### config.mk
export PLATFORM = sky130hd
export DESIGN_NAME = sonar_scan
export DESIGN_NICKNAME = d
export VERILOG_FILES = /design/src/rtl/sonar_scan.sv
export SDC_FILE = /design/constraint.sdc
export NUM_CORES = 1
export LEC_CHECK = 0
export ABC_AREA = 1
export BUFFER_PORTS_ARGS = -buffer_cell sky130_fd_sc_hd__buf_2
export CORE_AREA = 4 4 107 109
export DETAILED_ROUTE_END_ITERATION = 8
export DIE_AREA = 0 0 111 113
export PLACE_DENSITY_LB_ADDON = 0.12
export SYNTH_ARGS = -nofsm -noshare
export SYNTH_HDL_FRONTEND = slang
export SYNTH_SLANG_ARGS = --single-unit
### constraint.sdc
create_clock -name clk_sys -period 4.25 [get_ports clk_sys]
set_input_delay 0.85 -clock clk_sys [delete_from_list [all_inputs] [get_ports clk_sys]]
set_output_delay 0.85 -clock clk_sys [all_outputs]
set_load 0.01 [all_outputs]
### src/rtl/sonar_scan.sv
// Multi-channel ultrasonic ranging sequencer: fires one trigger at a time and
// times each synchronized echo pulse in pluse_us strobes.
module sonar_scan #(
  parameter int unsigned NCH        = 4,
  parameter int unsigned W          = 16,
  parameter int unsigned TRIG_US    = 10,
  parameter int unsigned TIMEOUT_US = 30000,
  parameter int unsigned GAP_US     = 50
) (
  input  logic           clk_sys,
  input  logic           rst,
  input  logic           pluse_us,
  input  logic [NCH-1:0] ch_mask,
  input  logic           fire_measure,
  input  logic           cont_en,
  output logic [NCH-1:0] trig,
  input  logic [NCH-1:0] echo,
  output logic           busy,
  output logic           done_measure,
  output logic [2:0]     ch_measure,
  output logic [1:0]     err_measure,
  output logic [W-1:0]   data_measure
);

  localparam int unsigned IW = (NCH > 1) ? $clog2(NCH) : 1;
  localparam logic [W-1:0] TRIG_LAST = W'(TRIG_US - 1);
  localparam logic [W-1:0] TO_LAST   = W'(TIMEOUT_US - 1);
  localparam logic [W-1:0] TO_VAL    = W'(TIMEOUT_US);
  localparam logic [W-1:0] GAP_LAST  = W'(GAP_US - 1);

  typedef enum logic [2:0] {
    IDLE, CHECK, TRIG, WAIT_RISE, MEASURE, REPORT, GAP
  } state_t;

  state_t         state_q, state_d;
  logic [NCH-1:0] e1_q, es_q, esp_q;
  logic [NCH-1:0] mask_q, mask_d;
  logic [2:0]     cur_q, cur_d;
  logic [W-1:0]   cnt_q, cnt_d;
  logic [2:0]     ch_q, ch_d;
  logic [1:0]     err_q, err_d;
  logic [W-1:0]   data_q, data_d;

  logic [IW-1:0]  cur_ix;
  logic           es_cur, rise;
  logic           hi_found;
  logic [2:0]     hi_idx, lo_idx;

  assign cur_ix = IW'(cur_q);
  assign es_cur = es_q[cur_ix];
  // Rising edge, so an echo already high when WAIT_RISE is entered times out.
  assign rise   = es_q[cur_ix] & ~esp_q[cur_ix];

  always_comb begin
    hi_found = 1'b0;
    hi_idx   = '0;
    lo_idx   = '0;
    for (int unsigned i = NCH; i > 0; i--) begin
      if (mask_q[i-1] && (3'(i - 1) > cur_q)) begin
        hi_found = 1'b1;
        hi_idx   = 3'(i - 1);
      end
      if (ch_mask[i-1]) lo_idx = 3'(i - 1);
    end
  end

  always_comb begin
    state_d = state_q;
    mask_d  = mask_q;
    cur_d   = cur_q;
    cnt_d   = cnt_q;
    ch_d    = ch_q;
    err_d   = err_q;
    data_d  = data_q;
    unique case (state_q)
      IDLE: begin
        if ((fire_measure || cont_en) && (ch_mask != '0)) begin
          state_d = CHECK;
          mask_d  = ch_mask;
          cur_d   = lo_idx;
        end
      end
      CHECK: begin
        cnt_d = '0;
        if (es_cur) begin
          state_d = REPORT;
          ch_d    = cur_q;
          err_d   = 2'd1;
          data_d  = '0;
        end else begin
          state_d = TRIG;
        end
      end
      TRIG: begin
        if (pluse_us) begin
          if (cnt_q == TRIG_LAST) begin
            state_d = WAIT_RISE;
            cnt_d   = '0;
          end else begin
            cnt_d = cnt_q + 1'b1;
          end
        end
      end
      WAIT_RISE: begin
        if (rise) begin
          state_d = MEASURE;
          cnt_d   = '0;
        end else if (pluse_us) begin
          if (cnt_q == TO_LAST) begin
            state_d = REPORT;
            ch_d    = cur_q;
            err_d   = 2'd2;
            data_d  = '0;
          end else begin
            cnt_d = cnt_q + 1'b1;
          end
        end
      end
      MEASURE: begin
        if (!es_cur) begin
          state_d = REPORT;
          ch_d    = cur_q;
          err_d   = 2'd0;
          data_d  = cnt_q;
        end else if (pluse_us) begin
          if (cnt_q == TO_LAST) begin
            state_d = REPORT;
            ch_d    = cur_q;
            err_d   = 2'd3;
            data_d  = TO_VAL;
          end else begin
            cnt_d = cnt_q + 1'b1;
          end
        end
      end
      REPORT: begin
        state_d = GAP;
        cnt_d   = '0;
      end
      GAP: begin
        if (pluse_us) begin
          if (cnt_q == GAP_LAST) begin
            if (hi_found) begin
              state_d = CHECK;
              cur_d   = hi_idx;
            end else if (cont_en && (ch_mask != '0)) begin
              state_d = CHECK;
              mask_d  = ch_mask;
              cur_d   = lo_idx;
            end else begin
              state_d = IDLE;
            end
          end else begin
            cnt_d = cnt_q + 1'b1;
          end
        end
      end
      default: state_d = IDLE;
    endcase
  end

  always_ff @(posedge clk_sys) begin
    if (rst) begin
      state_q <= IDLE;
      e1_q    <= '0;
      es_q    <= '0;
      esp_q   <= '0;
      mask_q  <= '0;
      cur_q   <= '0;
      cnt_q   <= '0;
      ch_q    <= '0;
      err_q   <= '0;
      data_q  <= '0;
    end else begin
      state_q <= state_d;
      e1_q    <= echo;
      es_q    <= e1_q;
      esp_q   <= es_q;
      mask_q  <= mask_d;
      cur_q   <= cur_d;
      cnt_q   <= cnt_d;
      ch_q    <= ch_d;
      err_q   <= err_d;
      data_q  <= data_d;
    end
  end

  always_comb begin
    trig = '0;
    if (state_q == TRIG) trig[cur_ix] = 1'b1;
  end

  assign busy         = (state_q != IDLE);
  assign done_measure = (state_q == REPORT);
  assign ch_measure   = ch_q;
  assign err_measure  = err_q;
  assign data_measure = data_q;

endmodule

* After elaboration in Yosys (flattened, before gate mapping) *
Index checks and enable logic that the tools add are counted.

storage, ports and cells
  flip-flop bits (word level) = 59
  bits of input ports = 13
  output and inout bits = 27
  word-level logic and storage cells = 140

operators by class
  add/subtract/negate cells = 1
  magnitude comparators = 6
  equality and inequality tests = 25
  mux-type cells = 75
  bitwise logic cells = 2
  reductions and logical operators = 21

operators by type and width
  cell                   count
  $mux 16                15
  $pmux 16 s5            1
  $mux 3                 26
  $pmux 16 s3            1
  $ne 2x2->1 const B     13
  $mux 4                 6
  $pmux 3 s7             1
  $mux 2                 9
  $add 16x1->16 const B  1
  $eq 16x15->1 const B   1
  $eq 16x4->1 const B    1
  $eq 16x6->1 const B    1
  $reduce_and 5->1       3
  $eq 3x3->1 const B     3
  $mux 1                 9
  $ne 3x3->1 const B     3
  $pmux 3 s3             1
  $pmux 4 s2             1
  $logic_and 1x1->1      7
  $reduce_and 7->1       1
  $eq 3x2->1 const B     2
  $gt 1x3->1 const A     2
  $gt 2x3->1 const A     2
  $pmux 2 s3             1
  17 further kinds       19

* Logic depth before layout (Yosys ltp) *
Gate-level depths: netlist (run 1).

  depth in word-level cells = 10
  mapped depth = 16
  depth with buffers taken out = 13

* Worst setup path after synthesis (run 1) *
Ideal clock, no wire load.

  path kind = register to output
  from = register state_q[0]
  to = output port trig[1]
  data arrival time = 1.038 ns
  setup slack = 2.362 ns
  stages on the path, launching flop included = 6
  buffers on the path = 0
  path through = dfxtp_1 inv_2 nand2_1 nor2_1 inv_1 nor3_1

between the ends
  cells in the longest elaborated chain, start to end = 2

ends and longest elaborated chain
  item                      RTL line  RTL
  start: declaration        35        state_t state_q, state_d;
  start signal: assignment  175       state_q <= state_d;
  $eq 3x2->1                190       if (state_q == TRIG) trig[cur_ix] = 1'b1;
  $mux 4                    190
  end: declaration          16        output logic [NCH-1:0] trig,

No other way between the ends.

* Worst setup path in the final report (run 1) *
  from = register state_q[1]
  to = output port trig[1]

The elaborated chain is that of the path after synthesis.

==> results of run 1 <==
placed cells by master, fill, tap and decap left out, types with 2 or more instances in the layout:
cell / netlist / layout
a21oi_2: 12 / 12
o211ai_1: 2 / 2
inv_1: 53 / 53
nand2_4: 6 / 6
nand2_2: 20 / 20
inv_4: 5 / 5
ha_1: 2 / 2
dfxtp_1: 57 / 57
clkbuf_8: 0 / 10
nor2_8: 3 / 3
bufinv_16: 0 / 2
nor2_1: 64 / 64
inv_2: 5 / 5
nand3_4: 3 / 3
xor2_1: 9 / 9
nand2_1: 84 / 84
nand3_2: 11 / 11
buf_2: 1 / 39
a21oi_1: 27 / 27
nor3_1: 10 / 10
nand4_1: 7 / 7
o21ai_0: 31 / 31
nand3_1: 27 / 27
kinds of logic after synthesis:
family,Yosys count,synth area share (%)
AND/OR/NAND/NOR,239,37.2
AO/OA/AOI/OAI,76,13.3
XOR/XNOR,9,2.38
flip-flops,57,34.5
buffers and inverters,81,11.9
adder cells (fa/ha/maj),2,0.755
cells in the mapped netlist:
cell,count
nor2_8,3
buf_2,1
buf_8,1
nand4_1,7
ha_1,2
xor2_1,9
nand2_4,6
a41oi_1,1
nor2_1,64
clkbuf_1,4
buf_1,2
a21oi_1,27
a21oi_2,12
buf_4,1
inv_2,5
nand2_1,84
nor3_1,10
inv_4,5
nand3_2,11
a22oi_1,1
buf_12,1
clkbuf_2,1
dfxtp_1,57
clkinv_1,1
nor2_2,1
nand3_4,3
nand2_2,20
nand3b_1,1
o211ai_1,2
inv_1,53
nand3_1,27
nor2_4,1
buf_6,6
o21ai_0,31
o31ai_1,1
o22ai_1,1
nor4_1,1
per-layer routing:
layer  vias to the layer above  track usage, %  wire, um
li1                       1555               -         -
met1                      1337            18.4      4090
met3                        15            3.26       333
met5                         -               0         0
met4                         0            5.42       167
met2                        62            24.3      4040
worst min-delay path, cell delays in order, from the launching register on:
cell	delay [ns]
dfxtp_1	0.30
inv_1	0.04
nor2_1	0.03
metrics by stage:
step                worst slack, ns  total power, mW
CTS                            1.77             2.25
global placement               1.82             1.64
floorplan                      2.36             1.50
finish                         1.80             2.22
detailed placement             1.79             1.65
global route                   1.64             2.40
sequential cells by signal, indices dropped and copies added, names as in the netlist, 3 cells and up:
| register | cells |
|---|---|
| cnt_q | 16 |
| e1_q | 4 |
| esp_q | 4 |
| mask_q | 3 |
| state_q | 3 |
| data_measure | 16 |
| es_q | 4 |
| ch_measure | 3 |
how the worst min path moves through the flow:
stage	from	end	slack, ns	depth (start not counted)
floorplan	e1_q[0]	es_q[0]	0.39	2
global placement	e1_q[2]	es_q[2]	0.40	2
detailed placement	e1_q[3]	es_q[3]	0.40	2
CTS	e1_q[3]	es_q[3]	0.41	2
global route	e1_q[1]	es_q[1]	0.43	2
finish	e1_q[3]	es_q[3]	0.41	2
final cells by class:
type | count | area, um2 | area share, %
Timing Repair Buffer | 39 | 195 | 5.18
Inverter | 64 | 253 | 6.71
Tap cell | 140 | 175 | 4.65
Clock inverter | 6 | 90.1 | 2.39
Clock buffer | 10 | 138 | 3.65
Sequential cell | 57 | 1140 | 30.3
Multi-Input combinational cell | 326 | 1780 | 47.1
where the power goes:
group | leakage, nW | switching (mW) | internal, mW
combinational | 1.00 | 0.599 | 0.270
clock | 0.113 | 0.244 | 0.348
sequential | 0.465 | 0.124 | 0.633
==> impl_metrics.ini, run 1 <==
[clocking]
ctsResizeCount = 0
cts-root-buf = clkbuf_8
clkTransAtPathRegs_ns = 0.08
cts.path.max_buffers = 2
cts_htree_levels = 3
clk_latency_ns = 0.34
cts_sinks = 57
hold_buffers = 0
cts_tree = done
cts_buffers = 9
postCtsSetupBuffers = 0

[worst_setup_path]
r2r_end = ch_measure[1]
reg2reg_slack_ns = 1.92
regToRegStartpoint = cnt_q[0]
path_delay_family = flip-flops
cp_cell_sequence = nand2_1 -> nor2_1 -> inv_1 -> nor3_1 -> buf_2
endpoint = trig[1]
slowest_stage = dfxtp_1
cp.depth = 5
endpoint_kind = output port
startpoint = state_q[1]
crit_buf_inv = 2
worstSetupStartpointType = register
cp_max_fo = 8
slowest_delay_ns = 0.59
worstPathRequired_ns = 3.40
worstSetupPathType = reg -> out
critPathArrivalTime_ns = 1.60
r2r_cells = 12

[grt]
antenna_found_initial = 0
grt_pass1_wl_mm = 14.7
grt_pass1_vias = 2888
grt_start_max_net_pins = 42
gr-total-overflow = 0
grt_use_total_pct = 14.5

[sta]
setup_viol = 0
fin_skew_ns = 0.0107
worst_pin_slew_ns = 0.891
post-route-period-util_pct = 57.6
holdWs_ns = 0.406
slew_viol_final = 0
fmax_mhz = 408
finalHoldViolations = 0
rsz0062_at_grt = no
post-route-min-period_ns = 2.45
max-slew-margin-rel_pct = 40.6
tns_ns = 0

[yosys]
ys_types = 37
ys_seq_elements = 57
syn-cell-area_um2 = 3310
avgSynthCellArea_um2 = 7.14
yosysTopAreaCell = dfxtp_1
synthTopCellsByArea = dfxtp_1 (34%), nand2_1 (9.5%), nor2_1 (7.3%)
ys_warn_count = 0
synthesis.nets = 479
yosysSeqAreaShare_pct = 34.5
synthDominantCellAreaShare_pct = 34.5
syn_inst = 464

[cells_and_area]
area_growth_pct = 13.8
finalNetCount = 512
n_antenna_cell = 0
fillers = 1163
final_cells = 642
stdcell_area_um2 = 3770
final_core_util_pct = 35.5
drive_gt1_share_pct = 24.3

[pwr]
p_per_area_nw_per_um2 = 589
ir_worst_vdd_mv = 0.274
p_leak_nw = 1.58

[drt]
vias = 2969
dr.pass1.iters = 4
routed_via_density = 4.62
first_iter_violations = 183
drcViolationCount = 0
wire_per_inst_um = 13.4
antenna_left = 0
routed_wl_mm = 8.63

[floorplanning]
die_w_um = 111
start_util_pct = 31.2
rows = 38
dieHeight_um = 113
top_level_ports = 40
die-area_um2 = 12500
core_um2 = 10600

[job]
cap_violations = 0

[outcome]
status = complete, no violations

[place]
portBuffers = 39
hpwl_mm = 6.32
placedCellCount = 626
gp_congestion = 0.873
placed_area_um2 = 3540

[min_path]
hp-class = reg -> reg
Note: power is estimated with default switching activity, not from simulation.
==> run 2: changes to the inputs <==
Clock period 4.25 ns to 1.98 ns, I/O delays scaled along.
==> impl_metrics.ini, run 2 (same netlist as run 1, synthesis figures left out) <==
[pwr]
ir_worst_vdd_mv = 0.541
switching_share_pct = 43.4
p_seq_share_pct = 31.3
p_per_area_nw_per_um2 = 1230
power.switching_mw = 2.14
p_leak_nw = 1.70
clkPwrFrac_pct = 22.7
combPwrFrac_pct = 46.0
internal_power_mw = 2.79

[clocking]
cts_buffers = 9
cts_sinks = 57
clk_latency_ns = 0.34
cts-root-buf = clkbuf_8
clkTransAtPathRegs_ns = 0.07
hold_buffers = 0
postCtsSetupBuffers = 0
ctsResizeCount = 0
cts_htree_levels = 3
cts.path.max_buffers = 2
cts_tree = done

[drt]
antenna_left = 0
routed_wl_mm = 9.05
dr.pass1.iters = 4
vias = 3106
routed_via_density = 4.66
first_iter_violations = 118
wire_per_inst_um = 13.6
drcViolationCount = 0

[cells_and_area]
mostFrequentLayoutCells = nand2_1 (84), nor2_1 (60), dfxtp_1 (53), inv_1 (52), buf_2 (39)
drive_gt1_share_pct = 30.0
finalNetCount = 537
fillers = 1181
area_growth_pct = 20.6
final_cells = 666
final_common_cell = nand2_1
n_antenna_cell = 0

[grt]
grt_pass1_vias = 3044
met1_usage_pct = 17.8
antenna_found_initial = 0
gr-total-overflow = 0
grt_pass1_wl_mm = 14.9
grt_use_met2_pct = 25.6
busiest_layer = met2
grt_use_total_pct = 14.6
grt_util_met3_pct = 3.80
grt_start_max_net_pins = 29

[floorplanning]
die-area_um2 = 12500
dieHeight_um = 113
core_um2 = 10600
start_util_pct = 31.2
rows = 38
die_w_um = 111
top_level_ports = 40

[sta]
slew_viol_final = 0
fmax_mhz = 544
worst_pin_slew_ns = 0.598
post-route-min-period_ns = 1.84
max-slew-margin-rel_pct = 60.1
setup_viol = 0
holdWs_ns = 0.260
rsz0062_at_grt = no
finalHoldViolations = 0
post-route-period-util_pct = 92.9
fin_skew_ns = 0.0117
tns_ns = 0

[place]
hpwl_mm = 6.64
placedCellCount = 650
gp_congestion = 0.877
portBuffers = 39

[worst_setup_path]
reg2reg_slack_ns = 0.14
cp_max_fo = 14
worstPathRequired_ns = 2.20
critPathArrivalTime_ns = 2.06
slowest_stage = dfxtp_1
endpoint_kind = register
slowest_delay_ns = 0.52
path_delay_family = simple AND/OR/NAND/NOR gates
worstSetupPathType = reg -> reg
crit_buf_inv = 4
worstSetupStartpointType = register
cp_cell_sequence = nand2_4 -> nor2_8 -> inv_2 -> nor2_8 -> inv_4 -> nand3_2 -> inv_4 -> buf_12 -> o21ai_0 -> nor2_1

[job]
cap_violations = 0

[min_path]
hp-class = in -> reg

[outcome]
status = complete, no violations
run 2: cell type report:
class                      count  area, um2  share of cell area [%]
clock buffer                  10        138                    3.45
clock inverter                 5       56.3                    1.41
inverter                      64        253                    6.33
multi-input combinational    327       1820                    45.7
sequential                    57       1150                    28.7
tap                          140        175                    4.39
timing repair buffer          63        400                    10.0
run 2: worst paths after layout:
| path | depth (start not counted) | to | start |
|---|---|---|---|
| hold / removal | 3 | e1_q[1] | echo[1] |
| hold reg to reg | 2 | es_q[0] | e1_q[0] |
| setup reg to reg | 10 | cnt_q[12] | state_q[2] |
| setup / recovery | 10 | cnt_q[12] | state_q[2] |
run 2: worst register-to-register path: stages (launching register included):
cell and delay (ns):
dfxtp_1 0.52, nand2_4 0.12, nor2_8 0.17, inv_2 0.11, nor2_8 0.14, inv_4 0.05, nand3_2 0.17, inv_4 0.08
buf_12 0.16, o21ai_0 0.14, nor2_1 0.07
run 2: power by group through the flow:
stage / clock network [mW] / registers (mW) / logic [mW]
global route: 1.20 / 1.57 / 2.53
global placement: 0 / 1.56 / 2.21
finish: 1.11 / 1.54 / 2.26
floorplan: 0 / 1.57 / 1.66
CTS: 1.15 / 1.54 / 2.23
detailed placement: 0 / 1.56 / 2.22
run 2: per-layer routing:
layer / up-vias / part of all wire (%)
li1: 1602 / -
met2: 41 / 48
met4: 0 / 1.2
met5: - / 0
met3: 8 / 3.5
met1: 1455 / 47
run 2: per-stage QoR:
stage | power [mW] | utilization (%) | setup slack, ns | cell area [um2]
floorplan | 3.22 | - | 0.184 | 3310
global placement | 3.77 | 35.3 | 0.0920 | 3740
detailed placement | 3.78 | 35.3 | 0.0341 | 3740
CTS | 4.92 | 37.1 | 0.0117 | 3940
global route | 5.31 | 37.7 | 0.00517 | 3990
finish | 4.92 | 37.7 | 0.140 | 3990
==> run 3: changes to the inputs <==
==> constraint.sdc (replaced) <==
create_clock -name clk_sys -period 1.98 [get_ports clk_sys]
set_input_delay 0 -clock clk_sys [delete_from_list [all_inputs] [get_ports clk_sys]]
set_output_delay 0 -clock clk_sys [all_outputs]
set_load 0.01 [all_outputs]
==> impl_metrics.ini, run 3 (same netlist as run 1, synthesis figures left out) <==
[outcome]
status = complete, no violations

[worst_setup_path]
endpoint_kind = register
regToRegStartpoint = state_q[1]
critPathArrivalTime_ns = 2.06
reg2reg_slack_ns = 0.16
r2r_end = cnt_q[0]
worstPathRequired_ns = 2.22
r2r_cells = 11
startpoint = state_q[1]
cp_max_fo = 14
worstSetupStartpointType = register
worstSetupPathType = reg -> reg

[cells_and_area]
area_growth_pct = 23.6
final_cells = 674
final_common_cell = nand2_1
stdcell_area_um2 = 4090
n_antenna_cell = 0
mostFrequentLayoutCells = nand2_1 (84), nor2_1 (61), inv_1 (53), dfxtp_1 (52), buf_2 (39)
final_core_util_pct = 38.6
drive_gt1_share_pct = 29.4
finalNetCount = 544

[clocking]
cts_htree_levels = 3
clkTransAtPathRegs_ns = 0.07
cts_sinks = 57
cts-root-buf = clkbuf_8
clk_latency_ns = 0.34
cts.path.max_buffers = 2
cts_buffers = 9
cts_tree = done

[sta]
max-slew-margin-rel_pct = 61.9
tns_ns = 0
slew_viol_final = 0
rsz0062_at_grt = no
fin_skew_ns = 0.0102
worst_pin_slew_ns = 0.571
finalHoldViolations = 0
post-route-min-period_ns = 1.82
fmax_mhz = 549
post-route-period-util_pct = 91.9
setup_viol = 0

[drt]
vias = 3095
dr.pass1.iters = 4
antenna_left = 0
routed_wl_mm = 9.05
wire_per_inst_um = 13.4
routed_via_density = 4.59
drcViolationCount = 0
first_iter_violations = 102

[min_path]
hp-class = in -> reg
whs_endpoint = state_q[2]
min_from = pluse_us
worstHoldPathCells = 3

[grt]
antenna_found_initial = 0
gr-total-overflow = 0
grt_pass1_wl_mm = 15.0
grt_pass1_vias = 3133
grt_use_total_pct = 14.8
grt_start_max_net_pins = 41

[floorplanning]
die_w_um = 111
top_level_ports = 40
die-area_um2 = 12500
core_um2 = 10600
rows = 38
dieHeight_um = 113
start_util_pct = 31.2

[pwr]
combPwrFrac_pct = 44.1
power.switching_mw = 2.14
p_leak_nw = 1.75
p_seq_share_pct = 30.7
switching_share_pct = 42.2
ir_worst_vdd_mv = 0.379
p_per_area_nw_per_um2 = 1240
clkPwrFrac_pct = 25.2
internal_power_mw = 2.93

[place]
gp_congestion = 0.875
placedCellCount = 650
portBuffers = 39
placed_area_um2 = 3740
hpwl_mm = 6.66

[job]
cap_violations = 0
run 3: cell types whose count changed in the layout (fill, tap and decap cells not counted), sizes merged:
cell / change
dlygate4sd3: +7
bufinv: +1
clkinv: -1
inv: +1
run 3: through the flow:
stage               hold WS (ns)  worst slack [ns]  total power [mW]
floorplan                  0.107             0.184              3.22
global placement           0.199            0.0827              3.75
detailed placement         0.207            0.0681              3.76
CTS                       0.0788            0.0380              5.06
global route              0.0971           0.00139              5.46
finish                    0.0801             0.160              5.07
run 3: final cells by class:
type / count / area (um2)
multi-input combinational: 327 / 1820
sequential: 57 / 1150
tap: 140 / 175
fill: 1157 / 6510
clock buffer: 10 / 138
inverter: 64 / 253
timing repair buffer: 70 / 470
clock inverter: 6 / 90.1
run 3: worst max path at each step:
stage,cells past startpoint,slack [ns],to
after floorplan,13,0.18,err_measure[0]
after global placement,11,0.08,cnt_q[0]
after detailed placement,12,0.07,data_measure[14]
after CTS,12,0.04,data_measure[4]
after global routing,12,0.001,data_measure[14]
final,11,0.16,cnt_q[0]
run 3: what timing repair did:
item	in CTS	in global routing
setup buffers	0	0
gates resized for setup	0	13
hold buffers	7	0
hold endpoints to repair	7	0
endpoints found under the setup margin	0	39
run 3: metal layers:
metal / GRT usage [%] / share of wire, %
met4: 5.42 / 1.7
met2: 25.9 / 50
met1: 17.9 / 45
met3: 3.26 / 3.9
met5: 0 / 0
run 3: power by group through the flow:
| stage | combinational [mW] | sequential (mW) | clock (mW) |
|---|---|---|---|
| finish | 2.23 | 1.55 | 1.28 |
| global route | 2.51 | 1.59 | 1.36 |
| CTS | 2.21 | 1.55 | 1.31 |
| detailed placement | 2.18 | 1.58 | 0 |
| global placement | 2.17 | 1.58 | 0 |
| floorplan | 1.66 | 1.57 | 0 |
run 3: worst max-delay path: stages (launching register included):
cell and delay [ns]:
dfxtp_2 0.44, inv_4 0.07, nand2_4 0.10, nor2_8 0.05, inv_2 0.14, nor2_8 0.06
inv_4 0.06, nand3_2 0.18, inv_4 0.16, buf_12 0.16, o21ai_0 0.08, a21oi_1 0.22
